**src/rtl/led_arb_pkg.sv**
```systemverilog
// Shared types and constants for the LED arbiter.
//   arb_state_e         : arbiter state (IDLE shows heartbeat, HOLD shows a granted pattern)
//   LED_W               : number of onboard LEDs
//   HOLD_CYCLES_DEFAULT : default minimum grant time (0.5 s at 50 MHz)
package led_arb_pkg;

  typedef enum logic {
    IDLE = 1'b0,
    HOLD = 1'b1
  } arb_state_e;

  localparam int unsigned LED_W               = 8;
  localparam int unsigned HOLD_CYCLES_DEFAULT = 25_000_000;

endpackage

```
**src/rtl/rr_pick.sv**
```systemverilog
// Combinational circular first-one finder.
// Searches req_i starting at last_i+1 and wrapping; last_i itself is the
// final candidate, so a lone requester equal to last_i is still found.
//   req_i   : request vector
//   last_i  : index searched after (previous winner)
//   valid_o : some request bit is set
//   idx_o   : winning index (0 when valid_o is low)
module rr_pick #(
  parameter int unsigned N_REQ = 4
) (
  input  logic [N_REQ-1:0]         req_i,
  input  logic [$clog2(N_REQ)-1:0] last_i,
  output logic                     valid_o,
  output logic [$clog2(N_REQ)-1:0] idx_o
);

  localparam int unsigned IDX_W = $clog2(N_REQ);

  logic [IDX_W-1:0] cand;

  // Walk candidates from farthest to nearest so the nearest asserted one wins.
  always_comb begin
    valid_o = 1'b0;
    idx_o   = '0;
    cand    = '0;
    for (int unsigned k = N_REQ; k >= 1; k--) begin
      cand = IDX_W'((32'(last_i) + k) % N_REQ);
      if (req_i[cand]) begin
        valid_o = 1'b1;
        idx_o   = cand;
      end
    end
  end

endmodule

```
**src/rtl/led_arbiter.sv**
```systemverilog
// Round-robin owner of the 8 onboard LEDs with a minimum visible hold time.
// Idle: led[0] shows the heartbeat counter MSB. Busy: led shows the granted
// requester's pattern, tracking it live while its request stays high and
// freezing when it drops, until the hold time runs out.
// Optional build macro LED_ARB_PREEMPT_EN: a rising req[0] steals the grant
// from any other holder on the next cycle.
//   clk     : system clock
//   rst     : synchronous active-high reset
//   req     : per-requester request level
//   pattern : requester i pattern on [8i+7:8i]
//   grant   : registered one-hot grant, zero when idle
//   led     : registered LED drive
//   busy    : high while a grant is held
module led_arbiter
  import led_arb_pkg::*;
#(
  parameter int unsigned N_REQ       = 4,
  parameter int unsigned HOLD_CYCLES = HOLD_CYCLES_DEFAULT,
  parameter int unsigned HB_BITS     = 24
) (
  input  logic                   clk,
  input  logic                   rst,
  input  logic [N_REQ-1:0]       req,
  input  logic [LED_W*N_REQ-1:0] pattern,
  output logic [N_REQ-1:0]       grant,
  output logic [LED_W-1:0]       led,
  output logic                   busy
);

  localparam int unsigned IDX_W = $clog2(N_REQ);
  localparam int unsigned CNT_W = $clog2(HOLD_CYCLES);
  localparam logic [CNT_W-1:0] HOLD_RELOAD = CNT_W'(HOLD_CYCLES - 1);
  localparam logic [IDX_W-1:0] LAST_RESET  = IDX_W'(N_REQ - 1);

  arb_state_e         state_q;
  logic [N_REQ-1:0]   grant_q;
  logic [LED_W-1:0]   led_q;
  logic               busy_q;
  logic [CNT_W-1:0]   hold_q;
  logic [HB_BITS-1:0] hb_q;
  logic [HB_BITS-1:0] hb_d;
  // Last winner; while in HOLD this is also the current owner's index.
  logic [IDX_W-1:0]   last_q;

  logic               pick_valid_c;
  logic [IDX_W-1:0]   pick_idx_c;
  logic [LED_W-1:0]   pick_pat_c;
  logic [LED_W-1:0]   cur_pat_c;
  logic [LED_W-1:0]   hb_led_c;
  logic               preempt_c;

  assign grant = grant_q;
  assign led   = led_q;
  assign busy  = busy_q;

  assign hb_d     = hb_q + HB_BITS'(1);
  assign hb_led_c = {{(LED_W-1){1'b0}}, hb_d[HB_BITS-1]};

  // Searching after the current owner yields the rotation target at expiry,
  // falling back to the owner itself when it is the only one still asking.
  rr_pick #(
    .N_REQ (N_REQ)
  ) u_pick (
    .req_i   (req),
    .last_i  (last_q),
    .valid_o (pick_valid_c),
    .idx_o   (pick_idx_c)
  );

  // Pattern muxes: only the selected slice is read, so X on others is masked.
  always_comb begin
    cur_pat_c  = '0;
    pick_pat_c = '0;
    for (int unsigned i = 0; i < N_REQ; i++) begin
      if (IDX_W'(i) == last_q)     cur_pat_c  = pattern[i*LED_W +: LED_W];
      if (IDX_W'(i) == pick_idx_c) pick_pat_c = pattern[i*LED_W +: LED_W];
    end
  end

`ifdef LED_ARB_PREEMPT_EN
  logic req0_q;
  // Edge-triggered so a requester 0 that is already waiting does not
  // starve others through ordinary round-robin turns.
  assign preempt_c = (state_q == HOLD) && !grant_q[0] && req[0] && !req0_q;
`else
  assign preempt_c = 1'b0;
`endif

  // Arbiter FSM with registered outputs.
  always_ff @(posedge clk) begin
    if (rst) begin
      state_q <= IDLE;
      grant_q <= '0;
      led_q   <= '0;
      busy_q  <= 1'b0;
      hold_q  <= '0;
      hb_q    <= '0;
      last_q  <= LAST_RESET;
`ifdef LED_ARB_PREEMPT_EN
      req0_q  <= 1'b0;
`endif
    end else begin
      hb_q <= hb_d;
`ifdef LED_ARB_PREEMPT_EN
      req0_q <= req[0];
`endif
      case (state_q)
        IDLE: begin
          if (pick_valid_c) begin
            state_q <= HOLD;
            grant_q <= N_REQ'(1) << pick_idx_c;
            busy_q  <= 1'b1;
            hold_q  <= HOLD_RELOAD;
            last_q  <= pick_idx_c;
            led_q   <= pick_pat_c;
          end else begin
            led_q <= hb_led_c;
          end
        end
        HOLD: begin
          if (preempt_c) begin
            grant_q <= N_REQ'(1);
            hold_q  <= HOLD_RELOAD;
            last_q  <= '0;
            led_q   <= pattern[LED_W-1:0];
          end else if (hold_q == '0) begin
            if (pick_valid_c) begin
              grant_q <= N_REQ'(1) << pick_idx_c;
              hold_q  <= HOLD_RELOAD;
              last_q  <= pick_idx_c;
              led_q   <= pick_pat_c;
            end else begin
              state_q <= IDLE;
              grant_q <= '0;
              busy_q  <= 1'b0;
              led_q   <= hb_led_c;
            end
          end else begin
            hold_q <= hold_q - CNT_W'(1);
            if (req[last_q]) led_q <= cur_pat_c;
          end
        end
        default: state_q <= IDLE;
      endcase
    end
  end

endmodule

```
**config.mk**
```make
export PLATFORM = sky130hd
export DESIGN_NAME = led_arbiter
export DESIGN_NICKNAME = d
export VERILOG_FILES = /design/src/rtl/led_arb_pkg.sv /design/src/rtl/rr_pick.sv /design/src/rtl/led_arbiter.sv
export SDC_FILE = /design/constraint.sdc
export NUM_CORES = 1
export LEC_CHECK = 0
export ABC_AREA = 1
export BUFFER_PORTS_ARGS = -buffer_cell sky130_fd_sc_hd__buf_2
export CORE_MARGIN = 8
export CORE_UTILIZATION = 40
export CTS_CLUSTER_DIAMETER = 50
export DETAILED_ROUTE_END_ITERATION = 8
export PLACE_DENSITY_LB_ADDON = 0.08
export SLEW_MARGIN = 0
export SYNTH_ARGS = -nofsm -noshare
export SYNTH_HDL_FRONTEND = slang
export SYNTH_HIERARCHICAL = 1
export SYNTH_SLANG_ARGS = --single-unit
```
**constraint.sdc**
```tcl
create_clock -name clk -period 4.6 [get_ports clk]
set_clock_uncertainty 0.2 [all_clocks]
set_input_delay 1.15 -clock clk [delete_from_list [all_inputs] [get_ports clk]]
set_output_delay 1.15 -clock clk [all_outputs]
set_load 0.01 [all_outputs]
```
==> results.ini, run 1 <==
[clocking]
cts-root-buf=clkbuf_8
cts_tree=built
hold_buffers=0
post_cts_resized=0
cts_inserted_buffers=9
cts_setup_buffers=0
path_clk_slew_ns=0.07
clk_latency_ns=0.34
cts_max_level=3
clockBufferDepth=2
cts_sinks=65

[layout]
seq_area_sq_um=1300
final_nets=707
num_antenna_cells=0
layout-drive-gt1-share_pct=18.5
fillers=1112
final_cell_mix=nand2_1, nor2_1, dfxtp_1, buf_2, inv_1
layout_commonest_cell=nand2_1
syn_to_final_growth_pct=13.3
multi_input_area_sq_um=2460

[pwr]
ir_drop_uv=239
p_seq_share_pct=35.9
cellInternalPower_uw=1160
switching_power_uw=718
powerDensity_nw_per_um2=406
p_clk_share_pct=27.6
leakage_uw=0.00196
comb_power_share_pct=36.5
swShare_pct=38.3

[floorplanning]
initial_core_util_pct=40.4
die_y_um=117
io_pins=51
die_x_um=117
die-area_sq_um=13700
core_area_sq_um=10100
num_rows=37

[placed_design]
io_buffer_count=50
dp_hpwl_mm=8.26
finalWeightedCongestion=0.874
pre_cts_ws_ns=1.10

[logic_synthesis]
synth-compound-area-share_pct=16.2
synthTopCellsByArea=dfxtp_1, nand2_1, nor2_1
syn_inst=620
synth_top_family_by_area=simple AND/OR/NAND/NOR gates
synth_top_area_share_pct=31.9
yosys_warnings=6
synth_edf_count=0
mappedNetlistArea_sq_um=4070
synth.area.mux_share_pct=0
synthFlopType=dfxtp_1
synth_fa_ha_area_share_pct=0.614
syn_avg_cell_area_sq_um=6.57
synth_cell_type_count=43
ys_seq_area_share_pct=31.9
synth_nets=660
ys_ff_latch=65
synth-xor-area-share_pct=3.65
synth_simple_gate_area_share_pct=40.0
async_flop_share_pct=0
yosys.area.top_type=dfxtp_1

[setup_path]
r2r_start=last_q[0]
critPathMaxStageDelay_ns=0.39
crit_type=input pin to flop
cp_max_fo=15
worstPathRequired_ns=4.67
critPathLaunchType=input pin
cp.arrival_ns=3.24
crit_top_cell=nand2_1
cp-end-kind=flop
crit_chain=buf_2 > inv_1 > nand2_1 > nand3_1 > nand2_1 > inv_1 > nand2_1 > nand2_1 > nand2_1 > nand2_1 > nand2_1 > inv_1 > nand2_1 > nand4_1 > nand2_1 > inv_1 > nor2_1 > nand2_1 > nand2_1 > a21oi_1
slowest_stage=nand2_1
startpoint=req[1]

[timing]
report.final.slew_viol_count=0
fin_crit_sh_pct=69.0
rsz0062_at_grt=false
timing.fmax_mhz=315
tns_ns=0
final.min_clock_period_ns=3.17
setup_violations=0
final-hold-violation-count=0
worst_pin_slew_ns=1.11
setup_ws_ns=1.43
max_slew_margin_pct=25.6

[route]
dr.pass1.iters=5
vias=4103
routed_wl_mm=11.0
ant_nets=0
drt_iter0_drc=219
drc=0
via_per_inst=5.08
drt-wirelength-per-cell_um=13.6

[global_routing]
overflow=0
grt_pass1_wl_mm=18.5
grt_pass1_vias=3917
antenna_found_initial=0
grt_max_degree=37
grt_usage_pct=17.1

[outcome]
outcome=finished, final reports clean

[worst_hold_path]
worstHoldStart=hb_q[0]
hold_path_class=flop to flop

[flow_run]
drv_cap=0

[layer usage]
layer	share of wire [%]	GRT usage [%]	wire, um
met4	1.7	5.46	188
met2	49	29.8	5370
met5	0	0	0
met1	45	19.7	4910
met3	4.5	5.08	494
[cells in the mapped netlist, types with 2 or more instances]
library cell and number:
o21ai_0 46, clkbuf_1 11, nand2_1 161, nor3_1 9, nand3b_1 2, buf_6 2, nand2_2 20, inv_1 49
o211ai_1 2, nand3_1 41, xor2_1 13, nor2_8 3, o31ai_1 7, a21oi_1 41, nor2_1 67, nor4_1 2
o21ai_1 8, inv_2 6, nor3_2 4, a21oi_2 8, nor2_4 4, xnor2_1 4, nand4_1 16, ha_1 2
dfxtp_1 65, nor2_2 10
[metrics by stage]
stage,utilization [%],hold slack [ns],cell area [sq um],total power (uW),cells
after floorplan,-,0.218,4070,1190,620
after global placement,43.7,0.229,4410,1370,792
after detailed placement,43.7,0.242,4410,1370,792
after CTS,45.7,0.259,4620,1900,808
after global routing,45.7,0.290,4620,2020,808
final,45.7,0.252,4620,1870,808
[kinds of logic after synthesis]
kind of cell | count (synthesis)
AO/OA/AOI/OAI | 118
buffers and inverters | 72
AND/OR/NAND/NOR | 346
XOR/XNOR | 17
flip-flops | 65
adder cells (fa/ha/maj) | 2
[layout make-up]
cell class              instances  share of cell area, %
clock inverters                 3                   1.41
multi-input cells             483                   53.4
inverters                      57                   4.74
flip-flops and latches         65                   28.2
clock buffers                  13                   3.01
well taps                     136                   3.69
repair buffers                 51                   5.58
[state kept, by name, summed over array words and instances (netlist names)]
register	count
state_q	1
hold_q	25
hb_q	24
last_q	2
led	8
busy	1
grant	4
[worst paths after layout]
path                   to  slack, ns  cells past startpoint
setup reg to reg   led[0]       1.64                     18
hold reg to reg   hb_q[0]       0.25                      1
hold / removal    hb_q[0]       0.25                      1
setup / recovery   led[0]       1.43                     20
[power by group through the flow]
stage	sequential (uW)	clock (uW)	combinational, uW
finish	672	517	685
global route	681	564	780
CTS	673	540	687
detailed placement	685	0	684
global placement	686	0	681
floorplan	680	0	515
[critical path: cells and delay by family]
family / cells / cell delay (ns)
AND/OR/NAND/NOR: 14 / 1.42
buffers and inverters: 5 / 0.55
AO/OA/AOI/OAI: 1 / 0.11
No activity file was read; power rests on OpenSTA's default activity.
==> run 2: changes to the inputs <==
clock period = 2.75 ns   (was 4.6 ns; I/O delays follow)
==> results.ini, run 2 (same netlist as run 1, synthesis figures left out) <==
[placed_design]
finalWeightedCongestion=0.907  ; +3.8%
dp_hpwl_mm=8.45  ; +2.4%
pre_cts_ws_ns=0.116  ; -0.989 ns
io_buffer_count=50  ; unchanged
post-place-cells=804  ; +1.5%

[timing]
timing.fmax_mhz=424
setup_violations=0  ; unchanged
final.min_clock_period_ns=2.36
rsz0062_at_grt=false
setup_ws_ns=0.389  ; -1.04 ns
worst_pin_slew_ns=0.650  ; -0.464 ns
tns_ns=0  ; unchanged
fin_crit_sh_pct=85.8
report.final.slew_viol_count=0  ; unchanged
max_slew_margin_pct=56.5  ; +31 points
final-hold-violation-count=0  ; unchanged

[layout]
top_register=hold_q
largest_reg_flops=25  ; unchanged
syn_to_final_growth_pct=16.2
final_cell_mix=nand2_1, nor2_1, dfxtp_1, buf_2, inv_1
fillers=1133  ; +1.9%
fin_cells=820  ; +1.5%
final_nets=719  ; +1.7%
num_antenna_cells=0  ; unchanged
layout_commonest_cell=nand2_1
layout-drive-gt1-share_pct=20.5  ; +2.0 points

[setup_path]
cp-end-kind=flop
worst-path-buf-inv=2  ; -3
crit_type=flop to flop
slowest_stage=dfxtp_1
crit_family=simple AND/OR/NAND/NOR gates
critPathMaxStageDelay_ns=0.53  ; +0.14 ns
worstPathRequired_ns=2.84  ; -1.83 ns
crit_top_cell=nand2_1
cp_max_fo=9  ; -6
crit_chain=inv_2 > nand2_2 > nand2_1 > nand2_2 > nand2_1 > nand2_1 > nand2_1 > nand2_1 > nand2_1 > inv_1 > o21ai_0 > o31ai_1 > nand2_2 > a21oi_2
critPathLaunchType=flop
cp.arrival_ns=2.45  ; -0.79 ns

[route]
ant_nets=0  ; unchanged
drt_iter0_drc=192  ; -12%
drc=0  ; unchanged
dr.pass1.iters=4  ; -1
routed_wl_mm=11.1  ; +0.84%
via_per_inst=5.04  ; -0.67%
drt-wirelength-per-cell_um=13.5  ; -0.64%
vias=4136  ; +0.80%

[pwr]
ir_drop_uv=322  ; +35%
powerDensity_nw_per_um2=691  ; +70%
leakage_uw=0.00204  ; +3.7%

[outcome]
outcome=finished, final reports clean

[worst_hold_path]
hold_path_class=flop to flop

[global_routing]
overflow=0  ; unchanged
grt_pass1_wl_mm=18.5  ; +0.15%
grt_usage_pct=17.2  ; +0.069 points
grt_pass1_vias=4024  ; +2.7%
antenna_found_initial=0  ; unchanged
grt_max_degree=31  ; -16%

[clocking]
cts-root-buf=clkbuf_8
cts_sinks=65  ; unchanged
clockBufferDepth=2  ; unchanged
cts_setup_buffers=0  ; unchanged
hold_buffers=0  ; unchanged
cts_max_level=3  ; unchanged
path_clk_slew_ns=0.07  ; about the same
cts_inserted_buffers=9  ; unchanged
post_cts_resized=0  ; unchanged
clk_latency_ns=0.35  ; about the same
cts_tree=built

[floorplanning]
die-area_sq_um=13700  ; unchanged
core_area_sq_um=10100  ; unchanged
initial_core_util_pct=40.4  ; unchanged
die_x_um=117  ; unchanged
io_pins=51  ; unchanged
die_y_um=117  ; unchanged
num_rows=37  ; unchanged

[flow_run]
drv_cap=0  ; unchanged

run 2: changes by cell type in the layout (fill, tap and decap cells not counted):
cell        change
buf_4          +12
clkbuf_1        -4
clkbuf_8        +2
clkinv_2        +1
clkinvlp_4      +1
run 2: final cells by class:
| cell class | instances | area (sq um) | share of cell area [%] |
|---|---|---|---|
| repair buffers | 63 | 348 | 7.35 |
| flip-flops and latches | 65 | 1300 | 27.5 |
| inverters | 57 | 219 | 4.63 |
| clock inverters | 5 | 77.6 | 1.64 |
| multi-input cells | 483 | 2460 | 52.1 |
| clock buffers | 11 | 151 | 3.20 |
| well taps | 136 | 170 | 3.60 |
run 2: worst paths after layout:
path,startpoint,to,slack (ns),depth (start not counted)
hold / removal,hb_q[0],hb_q[0],0.25,1
setup reg to reg,last_q[1],led[1],0.39,14
hold reg to reg,hb_q[0],hb_q[0],0.25,1
setup / recovery,last_q[1],led[1],0.39,14
run 2: metal layers:
layer  up-vias  part of all wire [%]  wire [um]  track usage [%]
met5         -                     0          0                0
met4         0                  0.86         95             4.18
met3         9                   4.5        499             4.21
met2        84                    50       5530             30.6
met1      1883                    45       4930             20.2
li1       2160                     -          -                -
run 2: through the flow:
step	instance area [sq um]	utilization, %	total power [uW]	hold WS [ns]
floorplan	4070	-	2000	0.218
global placement	4500	44.6	2340	0.229
detailed placement	4500	44.6	2350	0.244
CTS	4730	46.9	3300	0.259
global route	4730	46.9	3510	0.291
finish	4730	46.9	3270	0.254
run 2: power breakdown:
group          leakage, uW  internal (uW)  switching, uW
clock network     0.000115            557            384
logic              0.00139            449            773
registers         0.000534           1030           73.7
total              0.00204           2040           1230
run 2: worst reg2reg max path: cells and delay by family (launching register included):
family	cells	cell delay (ns)
AO/OA/AOI/OAI	3	0.53
flip-flops	1	0.53
AND/OR/NAND/NOR	9	0.72
buffers and inverters	2	0.32
==> run 3: changes to the inputs <==
CELL_PAD_IN_SITES_DETAIL_PLACEMENT = 1   (was default)
CELL_PAD_IN_SITES_GLOBAL_PLACEMENT = 1   (was default)
CORE_UTILIZATION = 37   (was 40)
CTS_CLUSTER_DIAMETER = default   (was 50)
==> results.ini, run 3 (same netlist as run 1, synthesis figures left out) <==
[outcome]
outcome=finished, final reports clean

[timing]
fin_crit_sh_pct=87.0  ; +1.2 points
max_slew_margin_pct=56.6  ; +0.15 points
timing.fmax_mhz=418  ; -1.4%
report.final.slew_viol_count=0  ; unchanged
final-hold-violation-count=0  ; unchanged
setup_violations=0  ; unchanged
setup_ws_ns=0.356  ; -0.0331 ns
worst_pin_slew_ns=0.648  ; -0.00220 ns
tns_ns=0  ; unchanged
rsz0062_at_grt=false
final.min_clock_period_ns=2.39  ; +0.0331 ns

[worst_hold_path]
worstHoldStart=hb_q[0]
hold_path_class=flop to flop

[floorplanning]
io_pins=51  ; unchanged
die_y_um=121  ; +3.4%
num_rows=38  ; +2.7%
initial_core_util_pct=37.7  ; -2.6 points
core_area_sq_um=10800  ; +6.9%
die_x_um=121  ; +3.4%
die-area_sq_um=14600  ; +7.0%

[setup_path]
cp-end-kind=flop
crit_chain=nand2_1 > nand2_1 > nand2_2 > nand2_1 > nand3_1 > a21boi_1 > buf_4 > inv_1 > nor2_1 > nand2_1 > nand4_1 > nand2_1 > inv_1 > nor2_1 > nand2_1 > nand2_1 > a21oi_1
slowest_stage=dfxtp_1
critPathLaunchType=flop
cp.arrival_ns=2.46  ; about the same
crit_top_cell=nand2_1
worstPathRequired_ns=2.81  ; -0.03 ns
crit_type=flop to flop
startpoint=last_q[1]
cp_max_fo=12  ; +3
critPathMaxStageDelay_ns=0.54  ; about the same
reg2reg_slack_ns=0.36  ; -0.03 ns
r2r_start=last_q[1]

[layout]
syn_to_final_growth_pct=15.0
layout_commonest_cell=nand2_1
fin_cells=823  ; +0.37%
final_cell_mix=nand2_1, nor2_1, dfxtp_1, buf_2, inv_1
largest_reg_flops=25  ; unchanged
final_util_pct=43.4  ; -3.5 points
top_register=hold_q
num_antenna_cells=0  ; unchanged
layout-drive-gt1-share_pct=20.4  ; -0.12 points
final_nets=718  ; -0.14%

[placed_design]
post-place-cells=807  ; +0.37%
dp_hpwl_mm=9.92  ; +17%
io_buffer_count=50  ; unchanged
pre_cts_ws_ns=0.0562  ; -0.0596 ns
finalWeightedCongestion=0.895  ; -1.3%

[route]
drt_iter0_drc=160  ; -17%
drc=0  ; unchanged
vias=4277  ; +3.4%
dr.pass1.iters=4  ; unchanged
ant_nets=0  ; unchanged
via_per_inst=5.20  ; +3.0%
routed_wl_mm=12.5  ; +13%
drt-wirelength-per-cell_um=15.2  ; +13%

[clocking]
cts_max_level=3  ; unchanged
hold_buffers=0  ; unchanged
clockBufferDepth=2  ; unchanged
cts_tree=built
clk_latency_ns=0.34  ; about the same
cts-root-buf=clkbuf_8
path_clk_slew_ns=0.07  ; about the same
cts_sinks=65  ; unchanged
cts_inserted_buffers=9  ; unchanged

[pwr]
powerDensity_nw_per_um2=661  ; -4.3%
ir_drop_uv=305  ; -5.2%
leakage_uw=0.00200  ; -1.7%

[global_routing]
grt_pass1_vias=4558  ; +13%
grt_usage_pct=17.9  ; +0.78 points
overflow=0  ; unchanged
grt_pass1_wl_mm=21.5  ; +16%
grt_max_degree=37  ; +19%
antenna_found_initial=0  ; unchanged

[flow_run]
drv_cap=0  ; unchanged

run 3: cell count changes in the layout (fill, tap and decap cells not counted), sizes merged:
cell      delta
buf          -1
clkinvlp     +2
clkinv       -1
bufinv       -2
clkbuf       +1
run 3: path summary, 6_finish.rpt:
path	endpoint	cells after the start
max	led[0]	17
max reg2reg	led[0]	17
min	hb_q[0]	1
min reg2reg	hb_q[0]	1
run 3: timing repair:
| action | 4_1_cts | 5_1_grt |
|---|---|---|
| setup buffers | 0 | 0 |
| resized for setup | 0 | 1 |
| endpoints found under the setup margin | 0 | 2 |
run 3: area by class of cell:
cell class                 instances  area, sq um
multi-input combinational        483         2460
inverter                          57          219
clock buffer                      12          155
timing repair buffer              62          340
fill                            1469         6110
sequential                        65         1300
tap                              140          175
clock inverter                     4         27.5
run 3: metrics by stage:
| stage | cell area, sq um | total power (uW) | hold slack [ns] |
|---|---|---|---|
| after floorplan | 4070 | 2000 | 0.218 |
| after global placement | 4500 | 2340 | 0.231 |
| after detailed placement | 4500 | 2380 | 0.246 |
| after CTS | 4680 | 3150 | 0.259 |
| after global routing | 4680 | 3360 | 0.289 |
| final | 4680 | 3100 | 0.254 |
run 3: critical path: cells and delay by family (launching register included):
kind                   cells  cell delay [ns]
buffers and inverters      3             0.35
AOI/OAI and AO/OA          2             0.26
and+or+nand+nor           12             0.97
DFF                        1             0.54
run 3: metal layers:
layer	routed length, um	up-vias	track usage [%]
li1	-	2148	-
met1	5610	2060	21.3
met2	6400	51	31.7
met3	277	18	3.07
met4	255	0	6.32
met5	0	-	0
run 3: power by group:
| part | switching, uW | internal, uW |
|---|---|---|
| Combinational | 795 | 431 |
| Clock | 374 | 375 |
| Sequential | 89.8 | 1030 |
| Total | 1260 | 1840 |
